<file path="config.mk">
export PLATFORM = sky130hd
export DESIGN_NAME = turn_input_conditioner
export DESIGN_NICKNAME = d
export VERILOG_FILES = /design/src/rtl/turn_input_conditioner.sv
export SDC_FILE = /design/constraint.sdc
export NUM_CORES = 1
export LEC_CHECK = 0
export ABC_AREA = 1
export CAP_MARGIN = 0
export CORE_AREA = 2 2 39 41
export DETAILED_ROUTE_END_ITERATION = 10
export DIE_AREA = 0 0 41 43
export PLACE_DENSITY = 0.6
export SLEW_MARGIN = 20
export SYNTH_ARGS = -nofsm -noshare
export SYNTH_HDL_FRONTEND = slang
export SYNTH_SLANG_ARGS = --single-unit
</file>
<file path="constraint.sdc">
create_clock -name clk -period 1.04 [get_ports clk]
set_input_delay 0.156 -clock clk [delete_from_list [all_inputs] [get_ports clk]]
set_output_delay 0.156 -clock clk [all_outputs]
set_load 0.02 [all_outputs]
</file>
<file path="src/rtl/turn_input_conditioner.sv">
// Conditions the two turn-signal switches: synchronizes each raw input, debounces it
// into a clean level, and derives the hazard request and a one-cycle change pulse.
module turn_input_conditioner #(
  parameter int DB_CYCLES = 4,
  parameter int CW        = 4
) (
  input  logic clk,
  input  logic reset,
  input  logic L_raw,
  input  logic R_raw,
  output logic L,
  output logic R,
  output logic hz,
  output logic chg
);

  localparam int NCH = 2;
  localparam logic [CW-1:0] CNT_LAST = CW'(DB_CYCLES - 1);

  logic [NCH-1:0] raw;
  logic [NCH-1:0] clean_vec;
  logic [NCH-1:0] change_vec;
  logic           chg_q;
  logic           chg_d;

  // Channel 0 is left, channel 1 is right.
  assign raw = {R_raw, L_raw};

  generate
    for (genvar gi = 0; gi < NCH; gi++) begin : g_ch
      logic          s1_q;
      logic          s1_d;
      logic          s2_q;
      logic          s2_d;
      logic          clean_q;
      logic          clean_d;
      logic [CW-1:0] cnt_q;
      logic [CW-1:0] cnt_d;

      always_comb begin
        s1_d    = raw[gi];
        s2_d    = s1_q;
        clean_d = clean_q;
        cnt_d   = cnt_q;
        if (s2_q == clean_q) begin
          cnt_d = '0;
        end else if (cnt_q >= CNT_LAST) begin
          // Saturating compare keeps the counter from ever wrapping.
          clean_d = s2_q;
          cnt_d   = '0;
        end else begin
          cnt_d = cnt_q + 1'b1;
        end
      end

      always_ff @(posedge clk) begin
        if (reset) begin
          s1_q    <= 1'b0;
          s2_q    <= 1'b0;
          clean_q <= 1'b0;
          cnt_q   <= '0;
        end else begin
          s1_q    <= s1_d;
          s2_q    <= s2_d;
          clean_q <= clean_d;
          cnt_q   <= cnt_d;
        end
      end

      assign clean_vec[gi]  = clean_q;
      assign change_vec[gi] = clean_d ^ clean_q;
    end
  endgenerate

  // Registered alongside the clean values so the pulse coincides with the new level.
  always_comb begin
    chg_d = |change_vec;
  end

  always_ff @(posedge clk) begin
    if (reset) begin
      chg_q <= 1'b0;
    end else begin
      chg_q <= chg_d;
    end
  end

  assign L   = clean_vec[0];
  assign R   = clean_vec[1];
  assign hz  = clean_vec[0] & clean_vec[1];
  assign chg = chg_q;

endmodule

</file>
==> results of run 1 <==
registers in the layout (all words and copies together) (netlist names):
signal      cells
g_ch.cnt_q      8
g_ch.s1_q       2
g_ch.s2_q       2
L               1
R               1
chg             1
through the flow:
stage | hold WS (ns) | cells | TNS (ns)
floorplan | 0.218 | 67 | 0
global placement | 0.389 | 93 | -0.195
detailed placement | 0.394 | 93 | -0.243
CTS | 0.396 | 97 | 0
global route | 0.415 | 97 | 0
finish | 0.398 | 97 | 0
per-layer routing:
| layer | global-route usage [%] | up-vias | share of wire [%] |
|---|---|---|---|
| met4 | 8.00 | 0 | 1.2 |
| met2 | 15.6 | 9 | 44 |
| met1 | 11.2 | 163 | 49 |
| met3 | 3.14 | 2 | 5.7 |
| met5 | 0 | - | 0 |
| li1 | - | 212 | - |
report_power, final:
group	internal [W]	leakage, nW	switching (W)	total [W]
combinational	0.0000441	0.195	0.0000542	0.0000983
sequential	0.000599	0.126	0.0000106	0.000610
clock	0.000149	0.0150	0.000170	0.000319
total	0.000792	0.336	0.000235	0.00103
worst max-delay path: stages, from the launching register on:
cell     delay [ns]
dfxtp_2        0.34
nand2_1        0.05
inv_1          0.06
buf_6          0.11
cell usage after synthesis:
cell type   n
inv_1      13
conb_1      1
nand2_2     3
nand2_1     8
dfxtp_1    15
nor2_2      1
ha_1        2
clkinv_1    2
o21ai_0     2
a21oi_2     1
nand3_2     2
nor2_1     13
inv_2       1
logic make-up after synthesis:
logic type	count (synthesis)
AOI/OAI and AO/OA	3
adders and majority gates	2
buffers and inverters	16
DFF	15
other	1
and+or+nand+nor	27
layout by cell type, fill, tap and decap left out:
| master | n |
|---|---|
| nor2_2 | 2 |
| clkbuf_4 | 3 |
| clkdlybuf4s50_1 | 3 |
| buf_2 | 2 |
| clkbuf_1 | 1 |
| buf_6 | 1 |
| nand3_2 | 2 |
| dfxtp_2 | 5 |
| ha_4 | 2 |
| buf_4 | 3 |
| clkbuf_2 | 1 |
| o21ai_1 | 2 |
| dfxtp_1 | 10 |
| inv_1 | 13 |
| inv_2 | 3 |
| conb_1 | 4 |
| nand2_1 | 8 |
| nand2_2 | 3 |
| nor2_1 | 12 |
| a21oi_2 | 1 |
final timing paths:
path	start	endpoint
setup / recovery	L	hz
hold / removal	L_raw	g_ch[0].s1_q
setup reg to reg	g_ch[1].cnt_q[0]	g_ch[1].cnt_q[0]
hold reg to reg	g_ch[1].s1_q	g_ch[1].s2_q
final cells by class:
type	count	area (µm²)
Tap cell	16	20.0
Fill cell	138	682
Inverter	16	60.1
Timing Repair Buffer	10	78.8
Multi-Input combinational cell	36	210
Clock buffer	4	26.3
Sequential cell	15	307
what timing repair did:
item,4_1_cts,5_1_grt
endpoints found under the hold margin,0,0
endpoints found under the setup margin,4,9
gates resized for setup,14,17
pin swaps,0,9
==> run summary, run 1 <==
For this run, the total global-route usage over all layers was measured as 10.3%. The reg2reg setup slack is 0.08 ns, and the HPWL after detailed placement is 558 µm. In the synthesized netlist, the number of instances is 64. The setup path with the least slack is of type reg2out. For this block, the initial DRC count from the detailed router was 9.

Dividing the detail-routed via count by the number of cells gives 3.98. The count of endpoints failing hold in the final timing report was 0. Setup repair after global routing left no endpoint under its margin.

The number of global-route vias before repair is 358, and the pin count of the biggest net entering global routing is 9. The maximum clock frequency was 1010 MHz; the number of design rule violations left after detail routing was 0. The number of buffers inserted by port buffering is 7, and the clock insertion delay at the later pin of the skew report is 0.27 ns.

The total power after layout came out at 0.00103 W. Minimum setup slack after placement: -0.138 ns. dfxtp_1 takes more of the synthesized area than any other cell. In this run the clock root is driven by a clkbuf_4. The setup skew after layout is 0.00530 ns. For the number of clock sinks seen by CTS, the log shows 15.

The worst path meets setup with 0.0546 ns of slack. The post-synthesis xor/xnor area fraction is 0%. Share of the clock period used by the worst path after layout: 94.8%. Of the total synthesized cell area, the portion taken by AND, OR, NAND and NOR gates is 23.3%.

The run finished with clean final reports. Counting flops and latches in the post-synthesis netlist gives 15. For this block, the routed nets add up to 733 µm of wire.

The clock period could shrink to 0.985 ns. The height of the die was 43 µm; the number of cells on the worst hold path was 3. The worst hold-check path type was in2reg. The cell area that synthesis handed to floorplanning was 532 µm². At the worst endpoint, the arrival time is 0.83 ns. Summing the areas of all compound-gate instances in the mapped netlist gives 3.53% of the synthesized area.

For the number of antenna repair diodes, the log shows 0. At the worst endpoint, the required time is 0.88 ns. The floorplan step set the die width to 41 µm. The congestion estimate from routability-driven global placement came to 0.634. Cells with a size suffix above 1 make up 34.6% of the layout. The tools report the count of final max-slew check failures as 0.

The proportion of synthesized area in mux cells is 0%, and the top cell type's share of synthesized area is 56.5%. Row generation in the floorplan step produced 14 rows. The H-tree depth reported by CTS was 1; the number of failing setup endpoints in the final timing report was 0. The run gives 2 as the maximum clock path buffer count. The post-synthesis sequential area ratio was 56.5%. The critical path startpoint category is a flop. From synthesis to final layout, the design area changed by 32.0%. Once detail routing completed, the nets flagged for antenna violations numbered 0. TritonCTS created 3 clock buffers. STA classifies the critical path endpoint as an output pin. TritonCTS built the clock tree. By area, the combinational part of the netlist is dominated by simple AND/OR/NAND/NOR gates.

The tools report the placed standard-cell area as 656 µm². The final layout net count came out at 88. The run gives 1380 µm² as the core footprint. Yosys attributes the largest share of cell area to dfxtp_1, inv_1, nor2_1. The run gives 0 as the initial antenna violation count. The post-CTS setup repair buffer count was 0; the total leakage power was 0.336 nW. The maximum vdd drop is 0.848 mV. Post-synthesis share of cell area spent on full adders, half adders and majority gates: 4.71%. The tools report the wire length of the first global-routing pass as 1210 µm.

Clock-pin slew was measured on the worst setup and hold paths at 0.09 ns. For this run the aggregate overflow at the end of global routing stands at 0. After detailed routing, the average wire length per cell comes to 7.56 µm. Once the floorplan was initialized, standard cells occupied 38.4% of the core. The total iterations of the first detailed-routing run is 2, and the via count is 386. The worst register-to-register path has a depth of 6. A synthesized cell averages 8.31 µm². 8 I/O pins were placed. Summing all non-filler instances in the final layout gives an area of 702 µm².

In this run the power density over the cells is 1460 nW/µm². Yosys printed 0 warnings. The distinct cell type count after synthesis is 13, and the post-cts hold buffer count is 0. The utilization after layout was 50.7%; the full die area was 1760 µm². The max-cap check violation count is 0, and the largest driver fanout on the critical path is 3.
Note: power is estimated with default switching activity, not from simulation.
==> inputs of run 2 (changes only) <==
--- a/config.mk
+++ b/config.mk
@@ -6,10 +6,10 @@
 export NUM_CORES = 1
 export LEC_CHECK = 0
 export ABC_AREA = 1
-export CAP_MARGIN = 0
 export CORE_AREA = 2 2 39 41
 export DETAILED_ROUTE_END_ITERATION = 10
 export DIE_AREA = 0 0 41 43
+export MAX_ROUTING_LAYER = met4
 export PLACE_DENSITY = 0.6
 export SLEW_MARGIN = 20
 export SYNTH_ARGS = -nofsm -noshare
==> results of run 2 <==
Final layout, timing and power as in run 1 (identical DEF).
Among the figures that moved: final weighted congestion in routability-driven placement 0.634 -> 0.639; overall routing resource usage 10.3% -> 10.6%
